File: config.mk
export PLATFORM = sky130hd
export DESIGN_NAME = gemm_tile_sequencer_flat
export DESIGN_NICKNAME = d
export VERILOG_FILES = /design/src/rtl/gemm_tile_sequencer_if.sv /design/src/rtl/gemm_tile_sequencer.sv /design/src/flat_wrapper.sv
export SDC_FILE = /design/constraint.sdc
export NUM_CORES = 1
export LEC_CHECK = 0
export BUFFER_PORTS_ARGS = -buffer_cell sky130_fd_sc_hd__buf_2
export CELL_PAD_IN_SITES_DETAIL_PLACEMENT = 1
export CELL_PAD_IN_SITES_GLOBAL_PLACEMENT = 2
export CORE_ASPECT_RATIO = 0.5
export CORE_UTILIZATION = 30
export DETAILED_ROUTE_END_ITERATION = 10
export PLACE_DENSITY = 0.77
export SLEW_MARGIN = 0
export SYNTH_ARGS = -nofsm -noshare
export SYNTH_HDL_FRONTEND = slang
export SYNTH_SLANG_ARGS = --single-unit
File: constraint.sdc
create_clock -name clk -period 8.3 [get_ports clk]
set_input_delay 0.415 -clock clk [delete_from_list [all_inputs] [get_ports clk]]
set_output_delay 0.415 -clock clk [all_outputs]
set_load 0.02 [all_outputs]
File: src/rtl/gemm_tile_sequencer_if.sv
// GEMM tile sequencer datapath bundle: GLB fire/done, SA drain rows,
// ACC clear, data mover handshake and current tile indices.
interface gemm_tile_sequencer_if #(
    parameter int PE_SIZE = 14,
    parameter int T_W     = 16
);
    logic               glb_en_o;
    logic               glb_done_i;
    logic [PE_SIZE-1:0] psum_en_i;
    logic               acc_clr_o;
    logic               last_k_o;
    logic               mover_en_o;
    logic               mover_done_i;
    logic [T_W-1:0]     tile_k_o;
    logic [T_W-1:0]     tile_n_o;

    modport master (
        output glb_en_o, acc_clr_o, last_k_o, mover_en_o,
        output tile_k_o, tile_n_o,
        input  glb_done_i, psum_en_i, mover_done_i
    );

    modport slave (
        input  glb_en_o, acc_clr_o, last_k_o, mover_en_o,
        input  tile_k_o, tile_n_o,
        output glb_done_i, psum_en_i, mover_done_i
    );
endinterface

File: src/rtl/gemm_tile_sequencer.sv
// Runtime-configured tile walker for GLB -> SA -> ACC -> mover.
// Optional busy/stall counters: define GEMM_SEQ_PERF_CNT_EN.
module gemm_tile_sequencer #(
    parameter int PE_SIZE    = 14,
    parameter int MAX_IN_CH  = 256,
    parameter int MAX_OUT_CH = 256,
    parameter int MAX_KERNEL = 7,
    parameter int CH_W = $clog2(MAX_IN_CH > MAX_OUT_CH ?
                                MAX_IN_CH : MAX_OUT_CH) + 1,
    parameter int KS_W = $clog2(MAX_KERNEL) + 1,
    parameter int K_W  = $clog2(MAX_IN_CH * MAX_KERNEL * MAX_KERNEL) + 1,
    parameter int T_W  = 16
) (
    input  logic            clk,
    input  logic            rst_n,
    input  logic            start_i,
    input  logic            abort_i,
    input  logic [CH_W-1:0] cfg_in_ch_i,
    input  logic [CH_W-1:0] cfg_out_ch_i,
    input  logic [KS_W-1:0] cfg_kernel_i,
    gemm_tile_sequencer_if.master sa,
    output logic            busy_o,
    output logic            done_o,
    output logic            err_o,
    output logic [T_W-1:0]  perf_cycles_o,
    output logic [T_W-1:0]  perf_stall_o
);
    localparam int RC_W = $clog2(PE_SIZE + 1);

    typedef enum logic [2:0] {
        IDLE, CFG, LOAD, STREAM, WRITE, DONE
    } state_t;

    state_t          state_q, state_d;
    logic [CH_W-1:0] in_ch_q, out_ch_q, n_base_q;
    logic [KS_W-1:0] ks_q;
    logic [K_W-1:0]  k_len_q, k_base_q, k_prod;
    logic [T_W-1:0]  tile_k_q, tile_n_q;
    logic [RC_W-1:0] row_cnt_q;
    logic            glb_seen_q, mv_sent_q, err_q;
    logic            cfg_bad, last_k, n_last, row_hit;
    logic            rows_full, glb_ok, stream_exit, abort_hit;
    logic            unused_psum;

    // Only the bottom row of the array marks a drained output row.
    assign unused_psum = ^sa.psum_en_i[PE_SIZE-2:0];
    assign row_hit     = sa.psum_en_i[PE_SIZE-1];

    assign k_prod  = K_W'(in_ch_q) * K_W'(ks_q) * K_W'(ks_q);
    assign cfg_bad = (in_ch_q == '0) || (in_ch_q > CH_W'(MAX_IN_CH)) ||
                     (out_ch_q == '0) || (out_ch_q > CH_W'(MAX_OUT_CH)) ||
                     (ks_q == '0) || (ks_q > KS_W'(MAX_KERNEL));

    // Tile bounds use compare/add on running bases instead of division.
    assign last_k = ({1'b0, k_base_q} + (K_W+1)'(PE_SIZE)) >=
                    {1'b0, k_len_q};
    assign n_last = ({1'b0, n_base_q} + (CH_W+1)'(PE_SIZE)) >=
                    {1'b0, out_ch_q};

    assign rows_full = (row_cnt_q == RC_W'(PE_SIZE)) ||
                       (row_hit && row_cnt_q == RC_W'(PE_SIZE - 1));
    assign glb_ok      = glb_seen_q || sa.glb_done_i;
    assign stream_exit = rows_full && glb_ok;
    assign abort_hit   = abort_i && (state_q != IDLE) && (state_q != DONE);

    // Next-state selection; abort overrides every working state.
    always_comb begin
        state_d = state_q;
        unique case (state_q)
            IDLE:    if (start_i) state_d = CFG;
            CFG:     state_d = cfg_bad ? DONE : LOAD;
            LOAD:    state_d = STREAM;
            STREAM:  if (stream_exit) state_d = last_k ? WRITE : LOAD;
            WRITE:   if (sa.mover_done_i) state_d = n_last ? DONE : LOAD;
            DONE:    state_d = IDLE;
            default: state_d = IDLE;
        endcase
        if (abort_hit) state_d = DONE;
    end

    // State register.
    always_ff @(posedge clk or negedge rst_n) begin
        if (!rst_n) state_q <= IDLE;
        else        state_q <= state_d;
    end

    // Job config, tile walk, row counting and sticky error.
    always_ff @(posedge clk or negedge rst_n) begin
        if (!rst_n) begin
            in_ch_q    <= '0;
            out_ch_q   <= '0;
            ks_q       <= '0;
            k_len_q    <= '0;
            k_base_q   <= '0;
            n_base_q   <= '0;
            tile_k_q   <= '0;
            tile_n_q   <= '0;
            row_cnt_q  <= '0;
            glb_seen_q <= 1'b0;
            mv_sent_q  <= 1'b0;
            err_q      <= 1'b0;
        end else begin
            mv_sent_q <= (state_q == WRITE);
            unique case (state_q)
                IDLE: begin
                    if (start_i) begin
                        in_ch_q  <= cfg_in_ch_i;
                        out_ch_q <= cfg_out_ch_i;
                        ks_q     <= cfg_kernel_i;
                        err_q    <= 1'b0;
                    end
                end
                CFG: begin
                    k_len_q  <= k_prod;
                    k_base_q <= '0;
                    n_base_q <= '0;
                    tile_k_q <= '0;
                    tile_n_q <= '0;
                    if (cfg_bad && !abort_i) err_q <= 1'b1;
                end
                LOAD: begin
                    row_cnt_q  <= '0;
                    glb_seen_q <= 1'b0;
                end
                STREAM: begin
                    if (row_hit && row_cnt_q != RC_W'(PE_SIZE))
                        row_cnt_q <= row_cnt_q + RC_W'(1);
                    if (sa.glb_done_i) glb_seen_q <= 1'b1;
                    if (stream_exit && !last_k && !abort_i) begin
                        k_base_q <= k_base_q + K_W'(PE_SIZE);
                        tile_k_q <= tile_k_q + T_W'(1);
                    end
                end
                WRITE: begin
                    if (sa.mover_done_i && !n_last && !abort_i) begin
                        n_base_q <= n_base_q + CH_W'(PE_SIZE);
                        tile_n_q <= tile_n_q + T_W'(1);
                        tile_k_q <= '0;
                        k_base_q <= '0;
                    end
                end
                default: ;
            endcase
        end
    end

    assign sa.glb_en_o   = (state_q == LOAD);
    assign sa.acc_clr_o  = (state_q == LOAD) && (tile_k_q == '0);
    assign sa.last_k_o   = ((state_q == LOAD) || (state_q == STREAM) ||
                            (state_q == WRITE)) && last_k;
    assign sa.mover_en_o = (state_q == WRITE) && !mv_sent_q;
    assign sa.tile_k_o   = tile_k_q;
    assign sa.tile_n_o   = tile_n_q;
    assign busy_o        = (state_q != IDLE);
    assign done_o        = (state_q == DONE);
    assign err_o         = err_q;

`ifdef GEMM_SEQ_PERF_CNT_EN
    logic [T_W-1:0] cyc_q, stall_q;

    // Saturating busy and mover-wait counters, cleared on accepted start.
    always_ff @(posedge clk or negedge rst_n) begin
        if (!rst_n) begin
            cyc_q   <= '0;
            stall_q <= '0;
        end else if (state_q == IDLE && start_i) begin
            cyc_q   <= '0;
            stall_q <= '0;
        end else begin
            if (state_q != IDLE && cyc_q != '1)
                cyc_q <= cyc_q + T_W'(1);
            if (state_q == WRITE && !sa.mover_done_i && stall_q != '1)
                stall_q <= stall_q + T_W'(1);
        end
    end

    assign perf_cycles_o = cyc_q;
    assign perf_stall_o  = stall_q;
`else
    assign perf_cycles_o = '0;
    assign perf_stall_o  = '0;
`endif
endmodule

File: src/flat_wrapper.sv
// flat-port wrapper written by rule: the top's interface ports become plain ports
module gemm_tile_sequencer_flat 
#(
    parameter int PE_SIZE    = 14,
    parameter int MAX_IN_CH  = 256,
    parameter int MAX_OUT_CH = 256,
    parameter int MAX_KERNEL = 7,
    parameter int CH_W = $clog2(MAX_IN_CH > MAX_OUT_CH ?
                                MAX_IN_CH : MAX_OUT_CH) + 1,
    parameter int KS_W = $clog2(MAX_KERNEL) + 1,
    parameter int K_W  = $clog2(MAX_IN_CH * MAX_KERNEL * MAX_KERNEL) + 1,
    parameter int T_W  = 16
)
  (clk, rst_n, start_i, abort_i, cfg_in_ch_i, cfg_out_ch_i, cfg_kernel_i, busy_o, done_o, err_o, perf_cycles_o, perf_stall_o, sa_glb_en_o, sa_acc_clr_o, sa_last_k_o, sa_mover_en_o, sa_tile_k_o, sa_tile_n_o, sa_glb_done_i, sa_psum_en_i, sa_mover_done_i);
  gemm_tile_sequencer_if #(.PE_SIZE(PE_SIZE), .T_W(T_W)) sa_i ();
  input  logic clk;
  input  logic rst_n;
  input  logic start_i;
  input  logic abort_i;
  input  logic [CH_W-1:0] cfg_in_ch_i;
  input  logic [CH_W-1:0] cfg_out_ch_i;
  input  logic [KS_W-1:0] cfg_kernel_i;
  output logic busy_o;
  output logic done_o;
  output logic err_o;
  output logic [T_W-1:0] perf_cycles_o;
  output logic [T_W-1:0] perf_stall_o;
  output wire logic [$bits(sa_i.glb_en_o)-1:0] sa_glb_en_o;
  output wire logic [$bits(sa_i.acc_clr_o)-1:0] sa_acc_clr_o;
  output wire logic [$bits(sa_i.last_k_o)-1:0] sa_last_k_o;
  output wire logic [$bits(sa_i.mover_en_o)-1:0] sa_mover_en_o;
  output wire logic [$bits(sa_i.tile_k_o)-1:0] sa_tile_k_o;
  output wire logic [$bits(sa_i.tile_n_o)-1:0] sa_tile_n_o;
  input wire logic [$bits(sa_i.glb_done_i)-1:0] sa_glb_done_i;
  input wire logic [$bits(sa_i.psum_en_i)-1:0] sa_psum_en_i;
  input wire logic [$bits(sa_i.mover_done_i)-1:0] sa_mover_done_i;
  assign sa_glb_en_o = sa_i.glb_en_o;
  assign sa_acc_clr_o = sa_i.acc_clr_o;
  assign sa_last_k_o = sa_i.last_k_o;
  assign sa_mover_en_o = sa_i.mover_en_o;
  assign sa_tile_k_o = sa_i.tile_k_o;
  assign sa_tile_n_o = sa_i.tile_n_o;
  assign sa_i.glb_done_i = sa_glb_done_i;
  assign sa_i.psum_en_i = sa_psum_en_i;
  assign sa_i.mover_done_i = sa_mover_done_i;
  gemm_tile_sequencer #(.PE_SIZE(PE_SIZE), .MAX_IN_CH(MAX_IN_CH), .MAX_OUT_CH(MAX_OUT_CH), .MAX_KERNEL(MAX_KERNEL), .CH_W(CH_W), .KS_W(KS_W), .K_W(K_W), .T_W(T_W)) u_core (.clk(clk), .rst_n(rst_n), .start_i(start_i), .abort_i(abort_i), .cfg_in_ch_i(cfg_in_ch_i), .cfg_out_ch_i(cfg_out_ch_i), .cfg_kernel_i(cfg_kernel_i), .sa(sa_i), .busy_o(busy_o), .done_o(done_o), .err_o(err_o), .perf_cycles_o(perf_cycles_o), .perf_stall_o(perf_stall_o));
endmodule
# Word level (Yosys, flattened, before mapping)
# Index checks and enable logic that the tools add are counted.
# op_classes
n_addsub,7
mul,2
n_lt_le_gt_ge,5
eq_ne,18
mux,25
n_reduce_logical,43
# op_table
operator,count
two-way mux 16 bit,3
one-hot mux 16 bit (3 select lines),1
one-hot mux 15 bit (3 select lines),1
adder 16 x 1 -> 16 bit (second input constant),2
one-hot mux 16 bit (2 select lines),1
two-way mux 15 bit,2
two-way mux 3 bit,7
> comparator 9 bit (second input constant),2
logical NOT 9 bit,2
one-hot mux 9 bit (2 select lines),1
adder 15 x 4 -> 16 bit (second input constant),1
>= comparator 16 x 15 -> 1 bit,1
logical NOT 16 bit,1
adder 15 x 4 -> 15 bit (second input constant),1
multiplier 13 x 4 -> 15 bit,1
one-hot mux 3 bit (5 select lines),1
logical AND 1 bit,13
multiplier 9 x 4 -> 13 bit,1
adder 9 x 4 -> 10 bit (second input constant),1
>= comparator 10 x 9 -> 1 bit,1
adder 9 x 4 -> 9 bit (second input constant),1
logical OR 1 bit,9
two-way mux 9 bit,1
AND reduction 3 bit,3
22 further kinds,42
# word_totals
regBits,103
inputBits,42
out_inout_bits,71
elab_cells,113

# Longest topological paths before layout
# depth
ltp_word,9
ltp_mapped,25
mapped_depth_nobuf,24

# Least setup slack after synthesis
# OpenSTA, ideal clock, no wires.
# synth_path
path_kind,register to register
startpoint,reg u_core.ks_q[3]
endpoint,reg u_core.k_len_q[14]
setup_time_ns,0.129
t_arrival_ns,5.680
required_time_ns,8.171
setup_slack_ns,2.491
path_stages_with_launch,25
path_buffers,1
synth_period_minus_slack_ns,5.809
cell_sequence,dfrtp_1 clkbuf_1 nand2_1 fa_1 inv_1 fa_1 inv_1 fa_1 nor2b_1 o2111ai_1 and3_1 or2_2 xor2_1 nor2_1 fa_1 inv_1 fa_1 inv_1 ha_1 or2_2 a21oi_1 a31oi_1 xnor2_1 xnor2_1 o21ai_1
# synth_between
elab_chain_cells,2
# synth_lines
item,line,rtl
from (decl),gemm_tile_sequencer.sv:36,logic [KS_W-1:0] ks_q;
from (signal assigned),gemm_tile_sequencer.sv:109,ks_q <= cfg_kernel_i;
multiplier 9 x 4 -> 13 bit,gemm_tile_sequencer.sv:49,assign k_prod = K_W'(in_ch_q) * K_W'(ks_q) * K_W'(ks_q);
multiplier 13 x 4 -> 15 bit *,gemm_tile_sequencer.sv:49,
to (signal assigned),gemm_tile_sequencer.sv:114,k_len_q <= k_prod;
to (decl),gemm_tile_sequencer.sv:37,"logic [K_W-1:0] k_len_q, k_base_q, k_prod;"
# Mark *: on every way between the ends. The rest lies on a longest branch, timed or not.
# A chain may end at the register's enable or synchronous reset.

# Worst setup path in the final report
# layout_path
startpoint,reg u_core.ks_q[2]
endpoint,reg u_core.k_len_q[14]
# Same word-level chain as after synthesis.

==> tab_implementation.tex <==
\begin{tabular}{lr}
\hline
Metric & Value \\
\hline
\multicolumn{2}{l}{\textbf{Layout}} \\
\quad Filler cell count & 3192 \\
\quad Post-layout net count & 1148 \\
\quad Ratio of cells with drive above 1 in the final layout & 0.1107 \\
\quad Layout area overhead & 10.66\% \\
\quad Diode insertion count for antenna repair & 0 \\
\multicolumn{2}{l}{\textbf{Critical path}} \\
\quad Crit-path slowest cell & dfrtp\_1 \\
\quad List of cells traversed by the critical path & nand2\_1 > fa\_1 > inv\_1 > fa\_1 > inv\_1 > fa\_1 > nor2b\_1 > o2111ai\_1 > and3\_1 > or2\_2 > xor2\_1 > nor2\_1 > fa\_1 > inv\_1 > fa\_1 > inv\_1 > ha\_1 > or2\_2 > a21oi\_1 > a31oi\_1 > xnor2\_1 > xnor2\_1 > o21ai\_1 \\
\quad Arrival time worst endpoint & 6.66 ns \\
\quad Internal reg-to-reg setup slack & 1.86 ns \\
\quad Startpoint kind of the worst setup timing path & register \\
\quad Worst Path Buf+Inv & 4 \\
\quad Worst EP required & 8.52 ns \\
\quad Critical R2R Launch & u\_core.ks\_q[2] \\
\quad Largest stage delay on the critical path & 0.76 ns \\
\quad CP endpoint kind & register \\
\quad Number of cells on the worst reg-to-reg path & 23 \\
\quad Top delay family on crit path & adder cells \\
\quad Reg-to-reg critical path endpoint & u\_core.k\_len\_q[14] \\
\quad Type of the worst setup path & register to register \\
\quad Crit-path most repeated cell & fa\_1 \\
\quad Highest fanout seen on the critical path & 19 \\
\multicolumn{2}{l}{\textbf{GRT}} \\
\quad Via count of the first global-routing pass & 6889 \\
\quad GRT Util Overall & 0.1490 \\
\quad Remaining global-route overflow & 0 \\
\quad Largest net degree at the start of global routing & 52 \\
\quad Antenna violations before repair & 0 \\
\quad Wire length of the first global-routing pass & 34.43 mm \\
\multicolumn{2}{l}{\textbf{CTS}} \\
\quad CTS Root Cell & clkbuf\_16 \\
\quad Clock Sinks & 101 \\
\quad Clock transition at the registers of the reported paths & 0.08 ns \\
\quad Clock latency on the worst-skew pair & 0.36 ns \\
\quad H-Tree Depth & 3 \\
\quad Setup fix buffers added after clock tree synthesis & 0 \\
\quad Buffer depth of the longest clock path & 2 \\
\quad Inserted Clock Buffers & 9 \\
\quad Number of gates given a new drive strength after cts & 0 \\
\quad Quantity of hold-fixing buffers added after cts & 0 \\
\quad TritonCTS clock tree & yes \\
\multicolumn{2}{l}{\textbf{STA}} \\
\quad Final critical-path required period & 6.441 ns \\
\quad Slew Limit Headroom & 0.3183 \\
\quad Endpoints failing hold & 0 \\
\quad Number of endpoints failing setup at the final stage & 0 \\
\quad Setup TNS Final & 0 ns \\
\quad Unrepaired setup endpoints after global routing & no \\
\quad FMAX & 155.3 MHz \\
\quad Final Cycle Share & 0.7760 \\
\quad Worst-Margin Slew & 1.019 ns \\
\quad Final Skew & 0.01124 ns \\
\quad Total count of max-transition violations in the final report & 0 \\
\multicolumn{2}{l}{\textbf{Synthesis}} \\
\quad Cell area after synthesis & 0.008182 sq mm \\
\quad Yosys warnings & 0 \\
\quad Sequential-to-total area share from yosys stat & 0.3089 \\
\quad Gate count after technology mapping & 952 \\
\quad Async set-or-reset flop fraction in the synthesized netlist & 1.000 \\
\quad Distinct cell type count after synthesis & 65 \\
\quad Number of synthesized flops with an enable pin & 0 \\
\quad Average instance area after synthesis & 8.594 sq um \\
\quad Number of flip-flops and latches in the synthesized netlist & 101 \\
\quad Flip-flop cell with the highest count after synthesis & dfrtp\_1 \\
\multicolumn{2}{l}{\textbf{Floorplanning}} \\
\quad Effective utilization at floorplan & 0.3077 \\
\quad Die X & 235.5 um \\
\quad Num rows & 42 \\
\quad Ports & 113 \\
\quad Die height & 118.8 um \\
\quad Core area & 0.02659 sq mm \\
\quad DIE AREA & 0.02798 sq mm \\
\multicolumn{2}{l}{\textbf{Placed design}} \\
\quad DPL Wire Length & 15.39 mm \\
\quad Global placement routability congestion & 0.8280 \\
\quad Port Buffers & 67 \\
\multicolumn{2}{l}{\textbf{Route}} \\
\quad Total wire length after detailed routing & 20.00 mm \\
\quad DRC violation total after the first TritonRoute iteration & 227 \\
\quad Vias/cell & 4.878 \\
\quad Number of remaining DRC errors & 0 \\
\quad Number of vias in the routed layout & 6653 \\
\quad Antenna-violating nets left & 0 \\
\quad Number of iterations in the first detailed-routing pass & 4 \\
\quad Wirelength per Cell & 14.66 um \\
\multicolumn{2}{l}{\textbf{Hold path}} \\
\quad Worst hold path type & input port to asynchronous set/reset pin \\
\multicolumn{2}{l}{\textbf{Job}} \\
\quad Max-Cap Viols & 0 \\
\multicolumn{2}{l}{\textbf{Run status}} \\
\quad Run status & finished, final reports clean \\
\hline
\end{tabular}
synthesized netlist by cell type (12+ instances only):
master / instances / area, sq um
nor2_1: 59 / 221.5
nand3_1: 16 / 80.08
o21ai_0: 55 / 275.3
ha_1: 63 / 788.3
nor3_1: 12 / 60.06
nand4_1: 13 / 81.33
dfrtp_1: 101 / 2527
clkbuf_1: 23 / 86.33
o21ai_1: 19 / 95.09
and3_1: 16 / 100.1
fa_1: 36 / 720.7
nand2_1: 123 / 461.7
xnor2_1: 22 / 192.7
a21oi_1: 37 / 185.2
xor2_1: 28 / 245.2
inv_1: 113 / 424.2
buf_4: 33 / 247.7
and2_1: 43 / 269.0
state kept, by name, indices dropped and copies added (netlist names):
| register | cells |
|---|---|
| u_core.err_o | 1 |
| u_core.glb_seen_q | 1 |
| u_core.in_ch_q | 9 |
| u_core.k_base_q | 14 |
| u_core.k_len_q | 15 |
| u_core.ks_q | 4 |
| u_core.mv_sent_q | 1 |
| u_core.n_base_q | 8 |
| u_core.out_ch_q | 9 |
| u_core.row_cnt_q | 4 |
| u_core.sa.tile_k_o | 16 |
| u_core.sa.tile_n_o | 16 |
| u_core.state_q | 3 |
how the worst max path moves through the flow:
stage | slack [ns] | start | cells past startpoint | end
finish | 1.86 | u_core.ks_q[2] | 23 | u_core.k_len_q[14]
floorplan | 2.49 | u_core.ks_q[3] | 24 | u_core.k_len_q[14]
CTS | 1.84 | u_core.ks_q[3] | 23 | u_core.k_len_q[14]
global route | 1.45 | u_core.ks_q[3] | 23 | u_core.k_len_q[14]
detailed placement | 1.86 | u_core.ks_q[3] | 23 | u_core.k_len_q[14]
global placement | 1.97 | u_core.ks_q[3] | 23 | u_core.k_len_q[14]
stage by stage:
stage,worst slack (ns),utilization,area (sq um),hold WS (ns),cells
2_1_floorplan,2.491,-,8298,0.1194,983
3_3_place_gp,1.966,0.3294,8758,0.4693,1348
3_5_place_dp,1.859,0.3294,8758,0.4732,1348
4_1_cts,1.839,0.3405,9054,0.1063,1364
5_1_grt,1.453,0.3405,9054,0.1309,1364
6_report,1.859,0.3405,9054,0.08917,1364
cell usage in the layout, fill, tap and decap left out, types with 6 or more instances in the layout:
cell       instances
o21ai_1           19
nand2b_1          11
mux2_2            11
xnor2_1           22
nor3_1            12
nor4_1             7
a21oi_1           37
nand4_1           13
and2_1            43
or3_1              9
a31oi_1            6
fa_1              36
dfrtp_1          101
conb_1            32
and3_1            16
buf_2             66
nor2_1            58
ha_1              63
nor2b_1            7
o21ai_0           55
xor2_1            28
clkbuf_16          9
o31ai_1            9
nand2_1          123
a21o_1            11
nand3_1           16
inv_1            113
worst register-to-register path, delay by kind of cell (launching register included):
family / cells / cell delay [ns]
simple gates: 6 / 1.30
compound gates: 4 / 0.45
buf+inv: 4 / 0.22
fa+ha+maj: 6 / 2.89
flops: 1 / 0.76
xor+xnor: 3 / 0.68
cells by family (layout without fill, tap and decap cells):
| family | after synthesis | after routing | share of synthesized area |
|---|---|---|---|
| buffers and inverters | 171 | 200 | 0.09466 |
| xor gates and xnor gates | 50 | 50 | 0.05353 |
| adders and majority gates | 99 | 99 | 0.1844 |
| and+or+nand+nor | 340 | 340 | 0.2049 |
| muxes | 13 | 13 | 0.01759 |
| other | 1 | 32 | 0.0004583 |
| AOI/OAI and AO/OA | 177 | 177 | 0.1355 |
| DFF | 101 | 101 | 0.3089 |
routing by layer:
metal | wire, um | vias up | track usage
met2 | 9923 | 83 | 0.2659
met5 | 0 | - | 0
met4 | 209 | 0 | 0.03554
met3 | 461 | 14 | 0.01892
met1 | 9405 | 3336 | 0.1908
li1 | - | 3220 | -
final cells by class:
type,count,area (sq um),share of cell area
Clock buffer,11,252.7,0.02792
Tap cell,352,440.4,0.04865
Timing Repair Buffer,71,367.9,0.04063
Inverter,113,424.2,0.04685
Clock inverter,5,42.54,0.004699
Sequential cell,101,2527,0.2792
Multi-Input combinational cell,711,4999,0.5521
Power is not shown: default switching activity piles up to over one toggle a cycle in this logic, so the estimate is an artifact.
